## config.mk

```make
export PLATFORM = sky130hd
export DESIGN_NAME = bin_to_7seg_seq
export DESIGN_NICKNAME = d
export VERILOG_FILES = /design/src/rtl/bin_to_7seg_seq.sv
export SDC_FILE = /design/constraint.sdc
export NUM_CORES = 1
export LEC_CHECK = 0
export CORE_MARGIN = 2
export CORE_UTILIZATION = 50
export CTS_CLUSTER_DIAMETER = 150
export DETAILED_ROUTE_END_ITERATION = 16
export HOLD_SLACK_MARGIN = 0.05
export PLACE_DENSITY_LB_ADDON = 0.2
export SLEW_MARGIN = 10
export SYNTH_ARGS = -nofsm -noshare
export SYNTH_HDL_FRONTEND = slang
export SYNTH_SLANG_ARGS = --single-unit
```

## constraint.sdc

```tcl
create_clock -name clk -period 2.9 [get_ports clk]
set_clock_uncertainty 0.2 [all_clocks]
set_input_delay 0.58 -clock clk [delete_from_list [all_inputs] [get_ports clk]]
set_output_delay 0.58 -clock clk [all_outputs]
set_load 0.02 [all_outputs]
```

## src/rtl/bin_to_7seg_seq.sv

```systemverilog
// -----------------------------------------------------------------------------
// bin_to_7seg_seq
//
// Sequential binary-to-decimal display driver. An unsigned WIDTH-bit value is
// converted to DIGITS BCD digits by shift-add-3 (double dabble), one input bit
// per clock. A start/busy/done handshake controls the conversion. The final
// BCD value, its active-low 7-segment patterns (with optional leading-zero
// blanking) and an overflow flag are registered when done pulses. A free-running
// scanner time-multiplexes the digits onto a common-anode display.
//
// Ports:
//   clk       in   rising-edge clock
//   rst_n     in   asynchronous active-low reset
//   start     in   request a conversion of bin (ignored while busy)
//   bin       in   [WIDTH-1:0] value, captured on the accepting edge
//   busy      out  conversion in progress
//   done      out  one-cycle pulse; bcd/seg_all/overflow updated in that cycle
//   overflow  out  value did not fit in DIGITS digits (bcd = value mod 10^DIGITS)
//   bcd       out  [4*DIGITS-1:0] BCD result, digit 0 (ones) in bits [3:0]
//   seg_all   out  [7*DIGITS-1:0] segments per digit, {g,f,e,d,c,b,a}, active-low
//   scan_seg  out  [6:0] segments of the currently scanned digit
//   scan_an   out  [DIGITS-1:0] one-hot active-low digit enable
// -----------------------------------------------------------------------------
module bin_to_7seg_seq #(
  parameter int WIDTH    = 8,
  parameter int DIGITS   = 3,
  parameter int BLANK_LZ = 1,
  parameter int SCAN_DIV = 16
) (
  input  logic                  clk,
  input  logic                  rst_n,
  input  logic                  start,
  input  logic [WIDTH-1:0]      bin,
  output logic                  busy,
  output logic                  done,
  output logic                  overflow,
  output logic [4*DIGITS-1:0]   bcd,
  output logic [7*DIGITS-1:0]   seg_all,
  output logic [6:0]            scan_seg,
  output logic [DIGITS-1:0]     scan_an
);

  localparam int BW = 4 * DIGITS;
  localparam int SEGW = 7 * DIGITS;
  localparam int CW = $clog2(WIDTH + 1);
  localparam int SW = (SCAN_DIV > 1) ? $clog2(SCAN_DIV) : 1;
  localparam int IW = (DIGITS > 1) ? $clog2(DIGITS) : 1;

  typedef enum logic {
    IDLE  = 1'b0,
    SHIFT = 1'b1
  } state_t;

  // Active-low pattern for one BCD digit; non-decimal codes go dark.
  function automatic logic [6:0] seg7(input logic [3:0] d);
    logic [6:0] s;
    case (d)
      4'd0:    s = 7'b1000000;
      4'd1:    s = 7'b1111001;
      4'd2:    s = 7'b0100100;
      4'd3:    s = 7'b0110000;
      4'd4:    s = 7'b0011001;
      4'd5:    s = 7'b0010010;
      4'd6:    s = 7'b0000010;
      4'd7:    s = 7'b1111000;
      4'd8:    s = 7'b0000000;
      4'd9:    s = 7'b0010000;
      default: s = 7'b1111111;
    endcase
    return s;
  endfunction

  // Conversion state
  state_t           state_q, state_d;
  logic [WIDTH-1:0] shift_q, shift_d;
  logic [BW-1:0]    work_q, work_d;
  logic [CW-1:0]    cnt_q, cnt_d;
  logic             wovf_q, wovf_d;

  // Registered results
  logic [BW-1:0]    bcd_q, bcd_d;
  logic [SEGW-1:0]  seg_q, seg_d;
  logic             ovf_q, ovf_d;
  logic             done_q, done_d;

  // Scanner
  logic [SW-1:0]     scan_cnt_q, scan_cnt_d;
  logic [IW-1:0]     idx_q, idx_d;
  logic [DIGITS-1:0] an_q, an_d;
  logic [6:0]        sseg_q, sseg_d;

  // One double-dabble step: add 3 to every digit >= 5, then shift the
  // concatenated {digits, binary} register left by one.
  logic [BW-1:0]          adj;
  logic [BW+WIDTH-1:0]    cat_sh;
  logic [BW-1:0]          work_sh;
  logic [WIDTH-1:0]       shift_sh;
  logic                   out_bit;
  logic [SEGW-1:0]        seg_new;

  genvar gi;
  generate
    for (gi = 0; gi < DIGITS; gi++) begin : g_adj
      assign adj[4*gi +: 4] = (work_q[4*gi +: 4] >= 4'd5) ?
                              (work_q[4*gi +: 4] + 4'd3) : work_q[4*gi +: 4];
    end
  endgenerate

  assign cat_sh   = {adj, shift_q} << 1;
  assign work_sh  = cat_sh[BW+WIDTH-1:WIDTH];
  assign shift_sh = cat_sh[WIDTH-1:0];
  // Bit pushed out of the most significant digit: value exceeds DIGITS digits.
  assign out_bit  = adj[BW-1];

  // Segment patterns of the value produced by this step. Walking from the top
  // digit down, a digit is blank while every digit from it upward is zero;
  // the ones digit always shows.
  always_comb begin
    logic higher_nz;
    seg_new   = '1;
    higher_nz = 1'b0;
    for (int k = DIGITS - 1; k >= 0; k--) begin
      higher_nz = higher_nz | (work_sh[4*k +: 4] != 4'd0);
      if ((BLANK_LZ != 0) && (k != 0) && !higher_nz) begin
        seg_new[7*k +: 7] = 7'b1111111;
      end else begin
        seg_new[7*k +: 7] = seg7(work_sh[4*k +: 4]);
      end
    end
  end

  // Next-state and datapath for the conversion FSM.
  always_comb begin
    state_d = state_q;
    shift_d = shift_q;
    work_d  = work_q;
    cnt_d   = cnt_q;
    wovf_d  = wovf_q;
    bcd_d   = bcd_q;
    seg_d   = seg_q;
    ovf_d   = ovf_q;
    done_d  = 1'b0;
    case (state_q)
      IDLE: begin
        if (start) begin
          shift_d = bin;
          work_d  = '0;
          cnt_d   = CW'(WIDTH);
          wovf_d  = 1'b0;
          state_d = SHIFT;
        end
      end
      SHIFT: begin
        shift_d = shift_sh;
        work_d  = work_sh;
        wovf_d  = wovf_q | out_bit;
        cnt_d   = cnt_q - CW'(1);
        // Last bit: publish the result straight from this step's value.
        if (cnt_q == CW'(1)) begin
          state_d = IDLE;
          bcd_d   = work_sh;
          seg_d   = seg_new;
          ovf_d   = wovf_q | out_bit;
          done_d  = 1'b1;
        end
      end
      default: state_d = IDLE;
    endcase
  end

  // Scanner: hold each digit SCAN_DIV cycles; enables and segments are
  // registered from the current index, so they trail the index by a cycle.
  always_comb begin
    scan_cnt_d = scan_cnt_q + SW'(1);
    idx_d      = idx_q;
    if (scan_cnt_q == SW'(SCAN_DIV - 1)) begin
      scan_cnt_d = '0;
      idx_d      = (idx_q == IW'(DIGITS - 1)) ? '0 : idx_q + IW'(1);
    end
    an_d   = ~(DIGITS'(1) << idx_q);
    sseg_d = 7'b1111111;
    for (int k = 0; k < DIGITS; k++) begin
      if (idx_q == IW'(k)) begin
        sseg_d = seg_q[7*k +: 7];
      end
    end
  end

  always_ff @(posedge clk or negedge rst_n) begin
    if (!rst_n) begin
      state_q <= IDLE;
      shift_q <= '0;
      work_q  <= '0;
      cnt_q   <= '0;
      wovf_q  <= 1'b0;
      bcd_q   <= '0;
      seg_q   <= '1;
      ovf_q   <= 1'b0;
      done_q  <= 1'b0;
    end else begin
      state_q <= state_d;
      shift_q <= shift_d;
      work_q  <= work_d;
      cnt_q   <= cnt_d;
      wovf_q  <= wovf_d;
      bcd_q   <= bcd_d;
      seg_q   <= seg_d;
      ovf_q   <= ovf_d;
      done_q  <= done_d;
    end
  end

  always_ff @(posedge clk or negedge rst_n) begin
    if (!rst_n) begin
      scan_cnt_q <= '0;
      idx_q      <= '0;
      an_q       <= ~(DIGITS'(1));
      sseg_q     <= 7'b1111111;
    end else begin
      scan_cnt_q <= scan_cnt_d;
      idx_q      <= idx_d;
      an_q       <= an_d;
      sseg_q     <= sseg_d;
    end
  end

  assign busy     = (state_q == SHIFT);
  assign done     = done_q;
  assign overflow = ovf_q;
  assign bcd      = bcd_q;
  assign seg_all  = seg_q;
  assign scan_seg = sseg_q;
  assign scan_an  = an_q;

endmodule

```

# ---- Word level (Yosys, flattened, before mapping)
# Memory sizes are Yosys's and may differ from the RTL's. A register that Yosys moved wholly into a read port is not among the register bits.
# Index checks and enable logic that the tools add are counted.
dict set report word_totals {
  inputBits 11
  n_memories 3
  elab_cells 63
  rom_bits 336
  regBits 77
}
dict set report classes {
  n_eq_ne 5
  n_shift 1
  bitwise 4
  n_lt_le_gt_ge 3
  muxes 23
  n_reduce_logical 5
  addsub 6
}
# memory words word_bits read_ports rd_clocked_by_memory_dff write_ports line_no
set memory_table {}
lappend memory_table {{(name not given)} 16 7 1 0 0 57} ;# case (d)
lappend memory_table {{(name not given)} 16 7 1 0 0 57}
lappend memory_table {{(name not given)} 16 7 1 1 0 57}
# op n
set op_table {}
lappend op_table {{$mux 7} 5}
lappend op_table {{$pmux 12 s2} 1}
lappend op_table {{$mux 4} 5}
lappend op_table {{$pmux 8 s2} 1}
lappend op_table {{$add 4x2->4 const B} 3}
lappend op_table {{$ge 4x3->1 const B} 3}
lappend op_table {{$mux 12} 1}
lappend op_table {{$mux 8} 1}
lappend op_table {{$pmux 4 s2} 1}
lappend op_table {{$reduce_bool 4->1} 2}
lappend op_table {{$mux 1} 5}
lappend op_table {{$add 4x1->4 const B} 1}
lappend op_table {{$eq 4x1->1 const B} 1}
lappend op_table {{$eq 4x4->1 const B} 1}
lappend op_table {{$pmux 1 s2} 2}
lappend op_table {{$sub 4x1->4 const B} 1}
lappend op_table {{$not 3->3} 1}
lappend op_table {{$shl 1x2->3 const A} 1}
lappend op_table {{$add 2x1->2 const B} 1}
lappend op_table {{$eq 2x1->1 const B} 1}
lappend op_table {{$eq 2x2->1 const B} 1}
lappend op_table {{$logic_not 2->1} 1}
lappend op_table {{$mux 2} 1}
lappend op_table {{$ne 2x2->1 const B} 1}
lappend op_table {{4 further kinds} 5}

# ---- Logic depth before layout (Yosys ltp)
dict set report depth {
  word_depth 5
  mapped_depth 10
  ltp_nobuf 10
}

# ---- Least setup slack after synthesis
# OpenSTA, ideal clock, no wires.
dict set report synth_path {
  path_kind {register to register}
  startpoint {register work_q[4]}
  endpoint {register seg_q[10], in the netlist seg_all[10]}
  setup_slack_ps 464
  setup_time_ps 60
  path_stages_with_launch 10
  required_ps 2640
  n_path_buf 0
  t_arrival_ps 2176
  period_less_slack_ps 2436
  cell_sequence {dfrtp_1 inv_1 ha_1 nand2b_1 a21oi_1 xnor2_1 ha_1 or3_1 a21oi_1 o22a_1}
}
dict set report synth_via {
  elab_chain_cells 5
}
# item line_no
set synth_rtl {}
lappend synth_rtl {{start, declared} 76} ;# logic [BW-1:0] work_q, work_d;
lappend synth_rtl {{start signal, assigned} 203} ;# work_q <= work_d;
lappend synth_rtl {{$add 4x2->4 or $ge 4x3->1 (tied branches)} {105, 104}}
lappend synth_rtl {{$mux 4 (*)} 104} ;# assign adj[4*gi +: 4] = (work_q[4*gi +: 4] >= 4'd5) ?
lappend synth_rtl {{parallel branches: the longest is 2 deep, another holds $mem_v2 16x7} -}
lappend synth_rtl {{$mux 7 (*)} 124} ;# if ((BLANK_LZ != 0) && (k != 0) && !higher_nz) begin
lappend synth_rtl {{end signal, assigned} 207} ;# seg_q <= seg_d;
lappend synth_rtl {{end, declared} 82} ;# logic [SEGW-1:0] seg_q, seg_d;
# Mark *: on every way between the ends.
# A chain may end at the register's enable or synchronous reset.

# ---- Worst setup path in the final report
# Same ends and word-level chain as after synthesis.

==> impl_metrics.tcl <==
set metrics [dict create \
    numCtsBuffers 9 \
    maxCapViolCount 0 \
    drive_above_1_share_pct 17.3 \
    max_slew_margin_pct 65.6 \
    endpoint_kind "flop" \
    routedWlPerCell_um 15.7 \
    synthesis.area_um2 4050 \
    port_buffers 56 \
    multi_input_area_um2 1930 \
    yosysTopAreaCellShare_pct 29.0 \
    final_net_count 481 \
    rsz0062_at_grt "false" \
    die_w_um 94.0 \
    dpl.hpwl_um 6450 \
    reg2reg_from "work_q[4]" \
    crit_required_ps 3000 \
    max_freq_ghz 0.369 \
    insertion_delay_ps 350 \
    worstSetupStartpointType "flop" \
    hold_path.startpoint "bcd[11]" \
    worst-r2r-cell-count 9 \
    min_path_cells 2 \
    critPathArrivalTime_ps 2810 \
    status "finished, final reports clean" \
    critPathKind "reg2reg" \
    rrSetupSlack_ps 190 \
    placed_area_um2 4700 \
    worst_slew_pin_slew_ps 502 \
    hold_path_end "bcd[11]" \
    synth_top_area_cell "dfrtp_1" \
    core_um2 7810 \
    synth_area_leaders "dfrtp_1 29%, dfstp_2 19%, ha_1 5.6%" \
    clk_path_buf_depth 2 \
    path_delay_family "adder cells" \
    grt_max_degree 44 \
    slew_violations 0 \
    post_cts_buffers 0 \
    std_cell_rows 32 \
    synth_edf_count 0 \
    register_area_um2 1960 \
    drt_pass1_iterations 4 \
    top_level_ports 57 \
    synth.avg_cell_area_um2 10.1 \
    design_area_um2 4900 \
    powerDensity_nw_per_um2 1300 \
    layout_commonest_cell "nand2_1" \
    antenna_found_initial 0 \
    synth_flop_cell "dfrtp_1" \
    cts_tree "built" \
    p_leak_nw 2.08 \
    max_stage_delay_ps 430 \
    via_per_inst 5.69 \
    cts_root_buf "clkbuf_8" \
    grt_pass1_vias 3028 \
    critPathMaxFanout 7 \
    path_buf_inv 1 \
    synth_fp_nets 429 \
    nFillCells 685 \
    dr.first_iter.drc_count 204 \
    period_needed_ps 2710 \
    hold_class "reg2reg" \
    totalWireLength_um 8760 \
    syn-instance-count 400 \
    ys_warn_count 0 \
    fin_crit_sh_pct 93.3 \
    path_clk_slew_ps 90 \
    cp_cell_sequence "inv_1 -> ha_1 -> nand2b_1 -> a21oi_1 -> xnor2_1 -> ha_1 -> or3_1 -> a21oi_1 -> o22a_1" \
    start_util_pct 51.9 \
    async_flop_share_pct 100 \
    route.detailed.drc 0 \
    area_growth_pct 20.9 \
    synth_cell_types 59 \
    holdWs_ps 287 \
    place.gp.congestion 0.866 \
    overflow 0 \
    cts.sinks 77 \
    final.setup.tns_ps 0 \
    synth_seq_cells 77 \
    diodes 0 \
    ir_drop_v 0.000700 \
    vias 3181 \
    htreeDepth 3 \
    die_area_um2 8840 \
    final_cell_mix "56 x nand2_1, 55 x clkdlybuf4s50_1, 47 x dfrtp_1" \
    grt_use_total_pct 21.8 \
    die_h_um 94.0 \
    rr_endpoint "seg_all[10]" \
    critPathSlowestCell "dfrtp_1" \
    setup_viol_count_final 0 \
    finalHoldViolCount 0 \
    grt_pass1_wl_um 15000 \
    antenna_left 0 \
    synth_seq_area_share_pct 48.5 \
    post_cts_resized 0 \
]
## layout make-up
class | count | area share [%]
clock inverters | 6 | 1.02
flip-flops and latches | 77 | 40.1
multi-input cells | 283 | 39.3
repair buffers | 63 | 12.8
inverters | 18 | 1.38
well taps | 102 | 2.60
clock buffers | 10 | 2.81
## metal layers
layer | share of wire [%] | global-route usage [%] | up-vias
met5 | 0 | 0 | -
met4 | 2.3 | 9.54 | 0
met3 | 3.9 | 3.85 | 17
met2 | 48 | 33.5 | 92
met1 | 46 | 30.4 | 1539
li1 | - | - | 1533
## report_power, final
group | leakage, nW | internal (mW) | switching, mW
sequential | 0.913 | 1.63 | 0.401
combinational | 1.08 | 1.54 | 2.05
clock | 0.0903 | 0.346 | 0.421
## how the worst max path moves through the flow
stage / start / endpoint / slack (ps) / depth (start not counted)
finish: work_q[4] / seg_all[10] / 190 / 9
global route: work_q[4] / seg_all[10] / 20 / 9
CTS: work_q[4] / seg_all[10] / 230 / 9
detailed placement: work_q[4] / seg_all[10] / 230 / 9
global placement: work_q[4] / seg_all[10] / 330 / 9
floorplan: work_q[4] / seg_all[10] / 460 / 9
## cells in the mapped netlist, types with 2 or more instances
master,number
a211oi_1,6
a21o_1,3
a21oi_1,12
a21oi_2,2
a221o_1,2
a22o_1,2
a31oi_1,4
and2b_1,2
and3_1,3
buf_2,7
clkbuf_1,14
dfrtp_1,47
dfstp_2,30
ha_1,18
inv_1,16
inv_2,2
mux2_2,8
mux2i_1,11
nand2_1,56
nand2b_1,13
nand3_1,5
nand3b_1,2
nand4_1,2
nor2_1,12
nor3_1,11
nor3b_1,2
o211ai_1,4
o21a_1,4
o21ai_0,33
o21ai_1,7
o22a_1,13
o311ai_1,2
o31ai_1,14
or2_2,2
or3_1,2
xnor2_1,2
xnor2_2,2
xor2_1,2
## tightest hold or removal path: stages, from the launching register on
cell	delay, ps
dfrtp_1	340
nand2_1	50
o21ai_0	60
## registers in the layout, summed over array words and instances (netlist names)
signal / count
scan_an: 3
cnt_q: 4
bcd: 12
overflow: 1
work_q: 12
scan_cnt_q: 4
seg_all: 21
scan_seg: 7
done: 1
busy: 1
idx_q: 2
wovf_q: 1
shift_q: 8
## metrics by stage
step                      power [mW]  util, %  std cells  setup slack, ps
after CTS                       6.43     62.8        559              227
after global routing            6.91     62.8        559             18.2
final                           6.39     62.8        559              193
after detailed placement        5.64     60.2        542              230
after floorplan                 4.45        -        400              464
after global placement          5.51     60.2        542              331
## cell families after synthesis
group / synth area share [%]
muxes: 4.94
xor gates and xnor gates: 1.67
and+or+nand+nor: 14.8
AOI/OAI and AO/OA: 20.6
adders and majority gates: 5.56
buffers and inverters: 3.95
DFF: 48.5
## what timing repair did
action                                  4_1_cts  5_1_grt
endpoints found under the setup margin        0        0
hold buffers                                  1        0
hold endpoints to repair                     30        0
No activity file was read; power rests on OpenSTA's default activity.
